$ cat src/rtl/spike_core_mc.sv
// TTFS spike-time core: word-packed spike-time SRAM shared by a CPU port, neuron pushback
// and a scanner that queues the index of every neuron whose stored time equals the tick.
module spike_core_mc #(
    parameter int N             = 256,
    parameter int TW            = 8,
    parameter int DEPTH         = 128,
    parameter bit CLEAR_ON_EMIT = 1'b0,
    parameter int AW            = $clog2(N*TW/32)
) (
    input  logic                     CLK,
    input  logic                     RSTN,
    input  logic                     bus_req_i,
    input  logic                     bus_we_i,
    input  logic [3:0]               bus_be_i,
    input  logic [31:0]              bus_addr_i,
    input  logic [31:0]              bus_wdata_i,
    output logic                     bus_gnt_o,
    output logic                     bus_rvalid_o,
    output logic [31:0]              bus_rdata_o,
    input  logic                     start_i,
    input  logic [TW-1:0]            tick_i,
    output logic                     busy_o,
    output logic                     done_o,
    input  logic                     pb_valid_i,
    input  logic [$clog2(N)-1:0]     pb_addr_i,
    output logic                     pb_ready_o,
    input  logic                     fifo_rd_i,
    output logic [$clog2(N)-1:0]     fifo_data_o,
    output logic                     fifo_empty_o,
    output logic [$clog2(DEPTH):0]   fifo_count_o
);
    localparam int LANES = 32 / TW;
    localparam int NW    = N / LANES;
    localparam int LW    = $clog2(LANES);
    localparam int IW    = $clog2(N);
    localparam int PW    = $clog2(DEPTH);
    localparam int BPL   = TW / 8;
    localparam logic [TW-1:0] TMAX = '1;

    typedef enum logic [2:0] {S_IDLE, S_RD, S_CAP, S_EMIT, S_DONE} state_t;

    function automatic logic [3:0] lane_be(input logic [LANES-1:0] mask);
        logic [3:0] be;
        for (int b = 0; b < 4; b++) be[b] = mask[b / BPL];
        return be;
    endfunction

    logic [31:0]      r_mem [NW];
    logic [31:0]      r_q;
    logic [31:0]      r_buf;
    logic             r_rvalid;
    logic             r_rd_resp;
    state_t           r_state;
    logic             r_busy;
    logic             r_done;
    logic [AW-1:0]    r_word;
    logic [LW-1:0]    r_lane;
    logic [LANES-1:0] r_clr_mask;
    logic [AW-1:0]    r_clr_word;
    logic [IW-1:0]    r_fifo [DEPTH];
    logic [PW-1:0]    r_wp;
    logic [PW-1:0]    r_rp;
    logic [PW:0]      r_cnt;

    logic             w_pb_go;
    logic             w_port_free;
    logic             w_clr_go;
    logic             w_rd_go;
    logic [TW-1:0]    w_pb_val;
    logic             w_en;
    logic             w_we;
    logic [3:0]       w_be;
    logic [AW-1:0]    w_addr;
    logic [31:0]      w_wdata;
    logic [TW-1:0]    w_entry;
    logic             w_match;
    logic             w_full;
    logic             w_push;
    logic             w_pop;
    logic             w_unused;

    assign w_unused    = ^{bus_addr_i[31:AW+2], bus_addr_i[1:0]};
    assign w_pb_go     = pb_valid_i & ~bus_req_i;
    assign w_port_free = ~bus_req_i & ~w_pb_go;
    // Pending clears drain before the next word read so a rescan never sees stale lanes.
    assign w_clr_go    = w_port_free & (|r_clr_mask);
    assign w_rd_go     = w_port_free & ~(|r_clr_mask) & (r_state == S_RD);
    assign w_pb_val    = (tick_i == TMAX) ? TMAX : tick_i + TW'(1);

    always_comb begin
        w_en    = 1'b0;
        w_we    = 1'b0;
        w_be    = 4'h0;
        w_addr  = '0;
        w_wdata = '0;
        if (bus_req_i) begin
            w_en    = 1'b1;
            w_we    = bus_we_i;
            w_be    = bus_be_i;
            w_addr  = bus_addr_i[AW+1:2];
            w_wdata = bus_wdata_i;
        end else if (w_pb_go) begin
            w_en    = 1'b1;
            w_we    = 1'b1;
            w_be    = lane_be(LANES'(1) << pb_addr_i[LW-1:0]);
            w_addr  = pb_addr_i[IW-1:LW];
            w_wdata = {LANES{w_pb_val}};
        end else if (w_clr_go) begin
            w_en    = 1'b1;
            w_we    = 1'b1;
            w_be    = lane_be(r_clr_mask);
            w_addr  = r_clr_word;
        end else if (w_rd_go) begin
            w_en    = 1'b1;
            w_addr  = r_word;
        end
    end

    always_ff @(posedge CLK) begin
        if (w_en && w_we) begin
            for (int b = 0; b < 4; b++) begin
                if (w_be[b]) r_mem[w_addr][8*b +: 8] <= w_wdata[8*b +: 8];
            end
        end
        if (w_en && !w_we) r_q <= r_mem[w_addr];
        if (r_state == S_CAP) r_buf <= r_q;
        if (w_push) r_fifo[r_wp] <= {r_word, r_lane};
    end

    always_ff @(posedge CLK or negedge RSTN) begin
        if (!RSTN) begin
            r_rvalid  <= 1'b0;
            r_rd_resp <= 1'b0;
        end else begin
            r_rvalid  <= bus_req_i;
            r_rd_resp <= bus_req_i & ~bus_we_i;
        end
    end

    // r_q is shared with the scanner, so only expose it on a bus read response.
    assign bus_gnt_o    = bus_req_i;
    assign bus_rvalid_o = r_rvalid;
    assign bus_rdata_o  = r_rd_resp ? r_q : 32'h0;
    assign pb_ready_o   = w_pb_go;

    assign w_entry = r_buf[r_lane*TW +: TW];
    assign w_match = (r_state == S_EMIT) && (w_entry == tick_i) && (w_entry != '0);
    assign w_full  = (r_cnt == (PW+1)'(DEPTH));
    assign w_push  = w_match & ~w_full;
    assign w_pop   = fifo_rd_i & (r_cnt != '0);

    always_ff @(posedge CLK or negedge RSTN) begin
        if (!RSTN) begin
            r_state    <= S_IDLE;
            r_busy     <= 1'b0;
            r_done     <= 1'b0;
            r_word     <= '0;
            r_lane     <= '0;
            r_clr_mask <= '0;
            r_clr_word <= '0;
        end else begin
            r_clr_mask <= (w_clr_go ? '0 : r_clr_mask) |
                          ((CLEAR_ON_EMIT && w_push) ? (LANES'(1) << r_lane) : '0);
            if (CLEAR_ON_EMIT && w_push) r_clr_word <= r_word;
            case (r_state)
                S_IDLE: begin
                    if (start_i && !r_busy) begin
                        r_state <= S_RD;
                        r_busy  <= 1'b1;
                        r_word  <= '0;
                    end
                end
                S_RD: begin
                    if (w_rd_go) r_state <= S_CAP;
                end
                S_CAP: begin
                    r_lane  <= '0;
                    r_state <= S_EMIT;
                end
                S_EMIT: begin
                    // A match against a full FIFO holds the lane until a pop frees a slot.
                    if (!(w_match && w_full)) begin
                        if (r_lane == LW'(LANES-1)) begin
                            r_lane <= '0;
                            if (r_word == AW'(NW-1)) begin
                                r_state <= S_DONE;
                                r_done  <= 1'b1;
                            end else begin
                                r_word  <= r_word + AW'(1);
                                r_state <= S_RD;
                            end
                        end else begin
                            r_lane <= r_lane + LW'(1);
                        end
                    end
                end
                S_DONE: begin
                    r_done  <= 1'b0;
                    r_busy  <= 1'b0;
                    r_state <= S_IDLE;
                end
                default: begin
                    r_state <= S_IDLE;
                    r_busy  <= 1'b0;
                    r_done  <= 1'b0;
                end
            endcase
        end
    end

    assign busy_o = r_busy;
    assign done_o = r_done;

    always_ff @(posedge CLK or negedge RSTN) begin
        if (!RSTN) begin
            r_wp  <= '0;
            r_rp  <= '0;
            r_cnt <= '0;
        end else begin
            if (w_push) r_wp <= r_wp + PW'(1);
            if (w_pop)  r_rp <= r_rp + PW'(1);
            case ({w_push, w_pop})
                2'b10:   r_cnt <= r_cnt + (PW+1)'(1);
                2'b01:   r_cnt <= r_cnt - (PW+1)'(1);
                default: r_cnt <= r_cnt;
            endcase
        end
    end

    assign fifo_empty_o = (r_cnt == '0);
    assign fifo_count_o = r_cnt;
    assign fifo_data_o  = (r_cnt == '0) ? '0 : r_fifo[r_rp];

endmodule

$ cat config.mk
export PLATFORM = sky130hd
export DESIGN_NAME = spike_core_mc
export DESIGN_NICKNAME = d
export VERILOG_FILES = /design/src/rtl/spike_core_mc.sv
export SDC_FILE = /design/constraint.sdc
export NUM_CORES = 2
export LEC_CHECK = 0
export BUFFER_PORTS_ARGS = -buffer_cell sky130_fd_sc_hd__buf_2
export CORE_ASPECT_RATIO = 0.8
export CORE_UTILIZATION = 25
export CTS_BUF_LIST = sky130_fd_sc_hd__clkbuf_2
export DETAILED_ROUTE_END_ITERATION = 10
export GPL_TIMING_DRIVEN = 1
export PLACE_DENSITY = 0.48
export SLEW_MARGIN = 15
export SYNTH_ARGS = -nofsm -noshare
export SYNTH_HDL_FRONTEND = slang
export SYNTH_SLANG_ARGS = --single-unit
$ cat constraint.sdc
create_clock -name CLK -period 9.6 [get_ports CLK]
set_clock_uncertainty 0.15 [all_clocks]
set_input_delay 0.96 -clock CLK [delete_from_list [all_inputs] [get_ports CLK]]
set_output_delay 0.96 -clock CLK [all_outputs]
set_load 0.01 [all_outputs]
### Word level (Yosys, flattened, before mapping)

Memory sizes are Yosys's and may differ from the RTL's. A register that Yosys moved wholly into a read port is not among the register bits.
Cells that the tools add are included.

* memories: 2
* output and inout bits: 54
* bits of input ports: 91
* word-level logic and storage cells: 122
* RAM bits: 3072
* flip-flop bits (word level): 69

* eq/ne operators: 16
* $add $sub $neg: 7
* reduce and logical (&&, ||, !) cells: 22
* muxes and demuxes: 50
* bitwise operators: 12
* shift-type cells: 2

Memory list
* r_mem: depth 64, width 32, read ports 1, clocked after Yosys merged registers in 1, wr ports 1, line 48 `logic [31:0] r_mem [NW];`
* r_fifo: depth 128, width 8, read ports 1, clocked after Yosys merged registers in 0, wr ports 1, line 60 `logic [IW-1:0] r_fifo [DEPTH];`

Operator list (number)
* $mux W32: 3
* $mux W6: 7
* $shiftx A32 B6 Y8: 1
* $mux W1: 23
* $add A8 B1 Y8 const B: 2
* $eq A8 B8 Y1 const B: 2
* $mux W8: 2
* $pmux W8 S2: 1
* $reduce_bool A8 Y1: 2
* $mux W3: 5
* $add A7 B1 Y7 const B: 2
* $pmux W3 S4: 1
* $pmux W6 S2: 1
* $eq A8 B8 Y1: 1
* $logic_not A8 Y1: 1
* $mux W4: 2
* $ne A2 B2 Y1 const B: 4
* $reduce_and A4 Y1: 2
* $sub A8 B1 Y8 const B: 1
* $add A6 B1 Y6 const B: 1
* $and A1 B1 Y1: 6
* $eq A3 B2 Y1 const B: 2
* $eq A6 B6 Y1 const B: 1
* $logic_and A1 B1 Y1: 6
* other kinds (16): 30

### Longest topological paths before layout

* depth after elaboration: 11
* mapped depth: 19
* gate-level depth less buffers: 16

### Worst setup path after synthesis

Ideal clock, no wire load.

* path type: flip-flop to flip-flop
* from: register r_lane[0]
* to: register r_cnt[6] (netlist: fifo_count_o[6])
* slack: 3.973 ns
* data required time: 9.322 ns
* clock period less this slack: 5.627 ns
* buffers on the path: 3
* setup time: 0.128 ns
* stages on the path, launching flop included: 20
* arrival time: 5.348 ns
* path through: dfrtp_1 buf_4 mux4_2 xnor2_1 nand4_1 nor4_1 and2_1 buf_2 inv_2 ha_1 buf_1 xor2_1 ha_1 a31oi_1 o22ai_1 a21oi_1 nor2_1 o21ai_0 a21oi_1 xor2_1

* word-level cells in the longest chain between the ends: 7
* elaborated cells on any way between the ends: 10
* those cells by class: 3 x eq/ne; 1 x shift; 1 x mux; 1 x bitwise; 4 x reduce/logical

Ends and longest elaborated chain
* start, declared: line 57 `logic [LW-1:0] r_lane;`
* start signal, assigned: line 193 `r_lane <= r_lane + LW'(1);`
* $shiftx A32 B6 Y8 (*): line 146 `assign w_entry = r_buf[r_lane*TW +: TW];`
* $eq A8 B8 Y1: line 147 `assign w_match = (r_state == S_EMIT) && (w_entry == tick_i) && (w_entry != '0);`
* $logic_and A1 B1 Y1: line 147
* $logic_and A1 B1 Y1 (*): line 147
* $and A1 B1 Y1 (*): line 149 `assign w_push = w_match & ~w_full;`
* $eq A2 B1 Y1 / $eq A2 B2 Y1 (equally long branches): line 222 `case ({w_push, w_pop})`
* $pmux W8 S2 / $reduce_bool A2 Y1 (equally long branches)
* end signal, assigned: line 223 `2'b10: r_cnt <= r_cnt + (PW+1)'(1);`
* end signal, assigned: line 224 `2'b01: r_cnt <= r_cnt - (PW+1)'(1);`
* end signal, assigned: line 225 `default: r_cnt <= r_cnt;`
* end, declared: line 63 `logic [PW:0] r_cnt;`

Mark *: on every way between the ends. The rest lies on a longest branch, timed or not.
A chain may end at the register's enable or synchronous reset.

### Final worst setup path

* from: register r_rp[1]
* to: output fifo_data_o[4]

* word-level cells in the longest chain between the ends: 2

Ends and longest elaborated chain
* start, declared: line 62 `logic [PW-1:0] r_rp;`
* start signal, assigned: line 221 `if (w_pop) r_rp <= r_rp + PW'(1);`
* $mem_v2 Z128 W8
* $mux W8: line 232 `assign fifo_data_o = (r_cnt == '0) ? '0 : r_fifo[r_rp];`
* end, declared: line 28 `output logic [$clog2(N)-1:0] fifo_data_o,`

No other way between the ends.

==> results by stage <==
Outcome:
- The run finished, with violations left.
- The checks that failed: DRC.

Layout:
- The area overhead of the layout relative to synthesis is 14.0%.
- The number of nets in the final layout is 8000.
- The total of fill cells in the finished design is ~50000.
- The share of the core filled with cells in the final layout is 28.6%.
- The share of final-layout standard cells stronger than drive strength 1 is around a quarter.
- Summing all multi-input logic gate instances after layout gives approximately 27000 sq um.
- The area of all sequential standard cells is around 95000 sq um.

Floorplan:
- The number of primary I/O pins is between 100 and 150.
- The die extent in x is slightly below 800 microns.
- The die area is between 400000 and 500000 sq um.
- The core outline area is ~490000 sq um.
- The row count is approximately 230.
- The vertical die dimension is 632 microns.
- The initial utilization of the core area, before any placement, comes to about 25%.

Power and ir drop:
- The internal power contribution is ~22 mW.
- The combinational group share of total power is 19.9%.
- IR analysis of the VDD net gives a maximum drop of ~0.21 mV.
- The fraction of power spent switching nets is 32.2%.
- Per report_power, the clock group accounts for between 20 and 30% of the total.
- The leakage power summed over all cells is around 45 nW.
- In this run the power spent charging and discharging nets is between 10 and 15 mW.
- The areal power density over the cells is ~220 nW/um^2.
- The power share of the sequential group is ~51%.

Clocking:
- Clock-pin slew was measured on the worst setup and hold paths at ~100 ps.
- The clock tree root buffer cell is sky130_fd_sc_hd__clkbuf_2.
- The TritonCTS clock tree is done.
- The CTS H-tree depth is 6.
- After clock tree synthesis, the repair step resized 0 gates.
- The maximum clock insertion buffer count is 4.
- The number of CTS-inserted buffers is around 790.
- The number of sinks handled by clock tree synthesis is 3173.
- The clock reaches the later pin of the worst-skew pair after approximately 2200 ps.

Setup path:
- The delay of the slowest cell on the worst path is 960 ps.
- The worst path required time is approximately 8500 ps.
- The kind of cell adding the most delay to the critical path is multiplexers.
- Of all nets on the critical path, the largest fanout is just under 90.
- The number of cells on the worst reg-to-reg path is 11.
- The count of buffering cells on the critical path with inverters included is 3.
- The slowest library cell on the worst path is sky130_fd_sc_hd__dfrtp_4.
- The type of the setup path with the least slack is flip-flop to output port.
- The signal arrival time at the worst endpoint is 6690 ps.
- The start of the worst register-to-register path is r_lane[0].
- STA classifies the critical path endpoint as an output port.
- The critical path's most frequent cell is sky130_fd_sc_hd__mux4_2.
- The startpoint type of the worst setup path is a flip-flop.
- In this run the critical register-to-register path is captured at r_fifo[106][7].
- For flop-to-flop paths, the worst setup slack is roughly 2300 ps.
- Walking the worst path, the cells encountered are buf_4 > buf_12 > mux4_2 > mux4_2 > mux4_2 > a22o_1 > buf_2.

Synth:
- The dominant synthesized flop cell is sky130_fd_sc_hd__edfxtp_1.
- The total number of yosys warnings is 6.
- After synthesis the netlist holds a flip-flop and latch count of roughly 3200.
- The number of enable-type register cells in the synthesized netlist is approximately 3100.
- The synthesized area divided by synthesized cell count is approximately 17 sq um.
- The post-synthesis cell count is around 7100.
- The number of distinct library cells after synthesis is 81.
- The sequential area share after synthesis is roughly 77%.
- The synthesized net count is between 7000 and 8000.
- The cell area after synthesis is around 120000 sq um.
- After synthesis, the share of flip-flops with an asynchronous set or reset is 1.17%.

Drt:
- The DRC violations left is between 40 and 50.
- After detailed routing, no signal wire sits above met5.
- The final layout contains routed wiring with a total length of around 400000 microns.
- The number of nets with antenna violations after detailed routing is 0.
- In the final routing, the length of wire on met1 measures roughly 180000 microns.
- The wire length per cell after detailed routing is around 26 microns.
- The via count normalized by instance count is between 4 and 5.
- The first detailed-routing pass ran for 11 iterations.
- Wire segments on met2 add up to 174000 microns in the final route.
- The vias after detailed routing is 73200.
- The number of DRC markers in iteration 0 is 8502.
- The wire length on met3 is between 30000 and 40000 microns.

GRT:
- Global routing used 15.3% of the available tracks across all layers.
- Entering global routing, the biggest net connects 115 pins.
- The initial antenna violation count came to between 40 and 50.
- The first-pass GRT wire length is about 550000 microns.
- After global routing the overflow that remains totals 0.
- The number of global-route vias before repair is slightly above 70000.

Timing:
- The post-layout minimum cycle time is 7800 ps.
- Timing would allow up to approximately 0.13 GHz.
- The setup total negative slack is 0 ps.
- Setup violations remaining at the end of the flow were counted as 0.
- The tightest slew margin relative to the limit is a little over an eighth.
- The total count of max-transition violations in the final report is 0.
- The measured slew at the worst slew-check pin is about 1300 ps.
- After layout, the worst path uses about 81% of the clock period.
- The count of endpoints failing hold in the final timing report is 0.
- Setup repair after global routing left no endpoint under its margin.

Hold path:
- Along the worst hold path, the cell count comes to 0.
- The worst hold endpoint is r_buf[16].
- The tightest min-delay check is of the flip-flop to flip-flop type.
- The source of the worst hold timing path is r_q[16].

Placement:
- The quantity of I/O buffers inserted on ports is around 120.
- The congestion estimate from routability-driven global placement came to around 0.81.
- The final HPWL from detailed placement is 237000 microns.

Job:
- The max capacitance violation total is 0.
## placed cells by master (no fill, tap or decap), types with 16 or more instances in the layout
master                          Yosys  final
sky130_fd_sc_hd__a211oi_1          46     45
sky130_fd_sc_hd__a21o_2             0     17
sky130_fd_sc_hd__a21oi_1          366    362
sky130_fd_sc_hd__a221o_1           34     34
sky130_fd_sc_hd__a221oi_1          82     82
sky130_fd_sc_hd__a222oi_1          95     95
sky130_fd_sc_hd__a22o_1            24     24
sky130_fd_sc_hd__a22oi_1           42     42
sky130_fd_sc_hd__a311oi_1          16     16
sky130_fd_sc_hd__a31oi_1           24     24
sky130_fd_sc_hd__and2_1            39     38
sky130_fd_sc_hd__and3_1            24     24
sky130_fd_sc_hd__buf_12             0     20
sky130_fd_sc_hd__buf_2            169    117
sky130_fd_sc_hd__buf_4             40    148
sky130_fd_sc_hd__clkbuf_2           0   1111
sky130_fd_sc_hd__clkinv_1           0    168
sky130_fd_sc_hd__clkinv_2           0     43
sky130_fd_sc_hd__dfrtp_1           37     25
sky130_fd_sc_hd__diode_2            0     31
sky130_fd_sc_hd__dlygate4sd3_1      0    135
sky130_fd_sc_hd__edfxtp_1        3136   3136
sky130_fd_sc_hd__inv_6              0     18
sky130_fd_sc_hd__mux2_2            52     52
sky130_fd_sc_hd__mux2i_1          341    341
sky130_fd_sc_hd__mux4_2           357    357
sky130_fd_sc_hd__nand2_1          683    663
sky130_fd_sc_hd__nand2_2            1     20
sky130_fd_sc_hd__nand3_1          171    164
sky130_fd_sc_hd__nand4_1           24     24
sky130_fd_sc_hd__nor2_1           462    453
sky130_fd_sc_hd__o21ai_0          256    255
sky130_fd_sc_hd__o22ai_1           95     95
sky130_fd_sc_hd__or4_1             18     17
sky130_fd_sc_hd__xnor2_1           20     20
## flip-flops by register name (all words and copies together), names as in the netlist
| register | count |
|---|---|
| r_mem | 2048 |
| r_state | 3 |
| r_rd_resp | 1 |
| fifo_count_o | 8 |
| r_lane | 2 |
| busy_o | 1 |
| r_q | 32 |
| r_buf | 32 |
| r_fifo | 1024 |
| r_wp | 7 |
| done_o | 1 |
| r_word | 6 |
| r_rp | 7 |
| bus_rvalid_o | 1 |
## cell type report
class                      instances  area share, %
timing repair buffer             425           2.48
multi-input combinational       3501           19.3
tap                             6640           5.87
inverter                          13         0.0345
antenna                           31         0.0549
clock buffer                    1111           3.93
clock inverter                   270           1.09
sequential                      3173           67.3
## cell families (layout without fill, tap and decap cells)
family / count (synthesis) / after routing / synth area share [%]
other cells: 0 / 31 / 0
xor+xnor: 34 / 34 / 0.240
flops: 3173 / 3173 / 76.6
fa+ha+maj: 8 / 8 / 0.0807
simple gates: 1495 / 1495 / 5.11
compound gates: 1213 / 1213 / 6.46
mux: 751 / 751 / 9.71
buf+inv: 466 / 1819 / 1.77
## synthesized netlist by cell type, drive strengths merged (53+ instances only)
cell type | instances | area (sq um)
edfxtp | 3136 | 94200
nand2 | 684 | 2570
nor2 | 465 | 1750
a21oi | 366 | 1830
mux4 | 357 | 8040
mux2i | 341 | 3410
buf | 296 | 1560
o21ai | 265 | 1330
nand3 | 172 | 873
clkbuf | 157 | 589
a222oi | 95 | 951
o22ai | 95 | 594
a221oi | 83 | 733
mux2 | 53 | 597
## repair_timing
action                    in CTS  in global routing
hold endpoints to repair    3177                  0
buffers inserted               0                  0
hold buffers                 136                  0
## stage by stage
stage / hold WS, ps / instance area (sq um) / std cells / power (mW) / setup slack (ps)
2_1_floorplan: 268 / 124000 / 7140 / 20.1 / 3970
3_3_place_gp: 336 / 133000 / 13600 / 22.8 / 2440
3_5_place_dp: 334 / 133000 / 13600 / 22.9 / 2370
4_1_cts: 3.29 / 141000 / 15100 / 32.0 / 1430
5_1_grt: 234 / 141000 / 15100 / 33.0 / 1560
6_report: 311 / 141000 / 15200 / 31.7 / 1800
## power groups by stage
stage | clock [mW] | sequential (mW) | combinational (mW)
4_1_cts | 9.37 | 16.3 | 6.35
3_5_place_dp | 0 | 16.6 | 6.28
3_3_place_gp | 0 | 16.6 | 6.22
2_1_floorplan | 0 | 16.4 | 3.75
6_report | 9.12 | 16.3 | 6.33
5_1_grt | 10.0 | 16.3 | 6.62
## routing by layer
layer,global-route usage [%],up-vias
met2,22.8,3638
met1,22.1,38300
li1,-,30600
met3,3.42,626
met4,4.99,4
met5,0,-
## worst max-delay path by stage
stage                     startpoint              end  slack, ps  cells past startpoint
after global routing         r_rp[1]   fifo_data_o[6]       1560                      7
final                        r_rp[1]   fifo_data_o[4]       1800                      7
after global placement     bus_req_i    r_mem[11][22]       2440                     10
after detailed placement   bus_req_i    r_mem[11][18]       2370                     10
after CTS                    r_rp[1]   fifo_data_o[7]       1430                      7
after floorplan            r_lane[0]  fifo_count_o[6]       3970                     19
No activity file was read; power rests on OpenSTA's default activity.
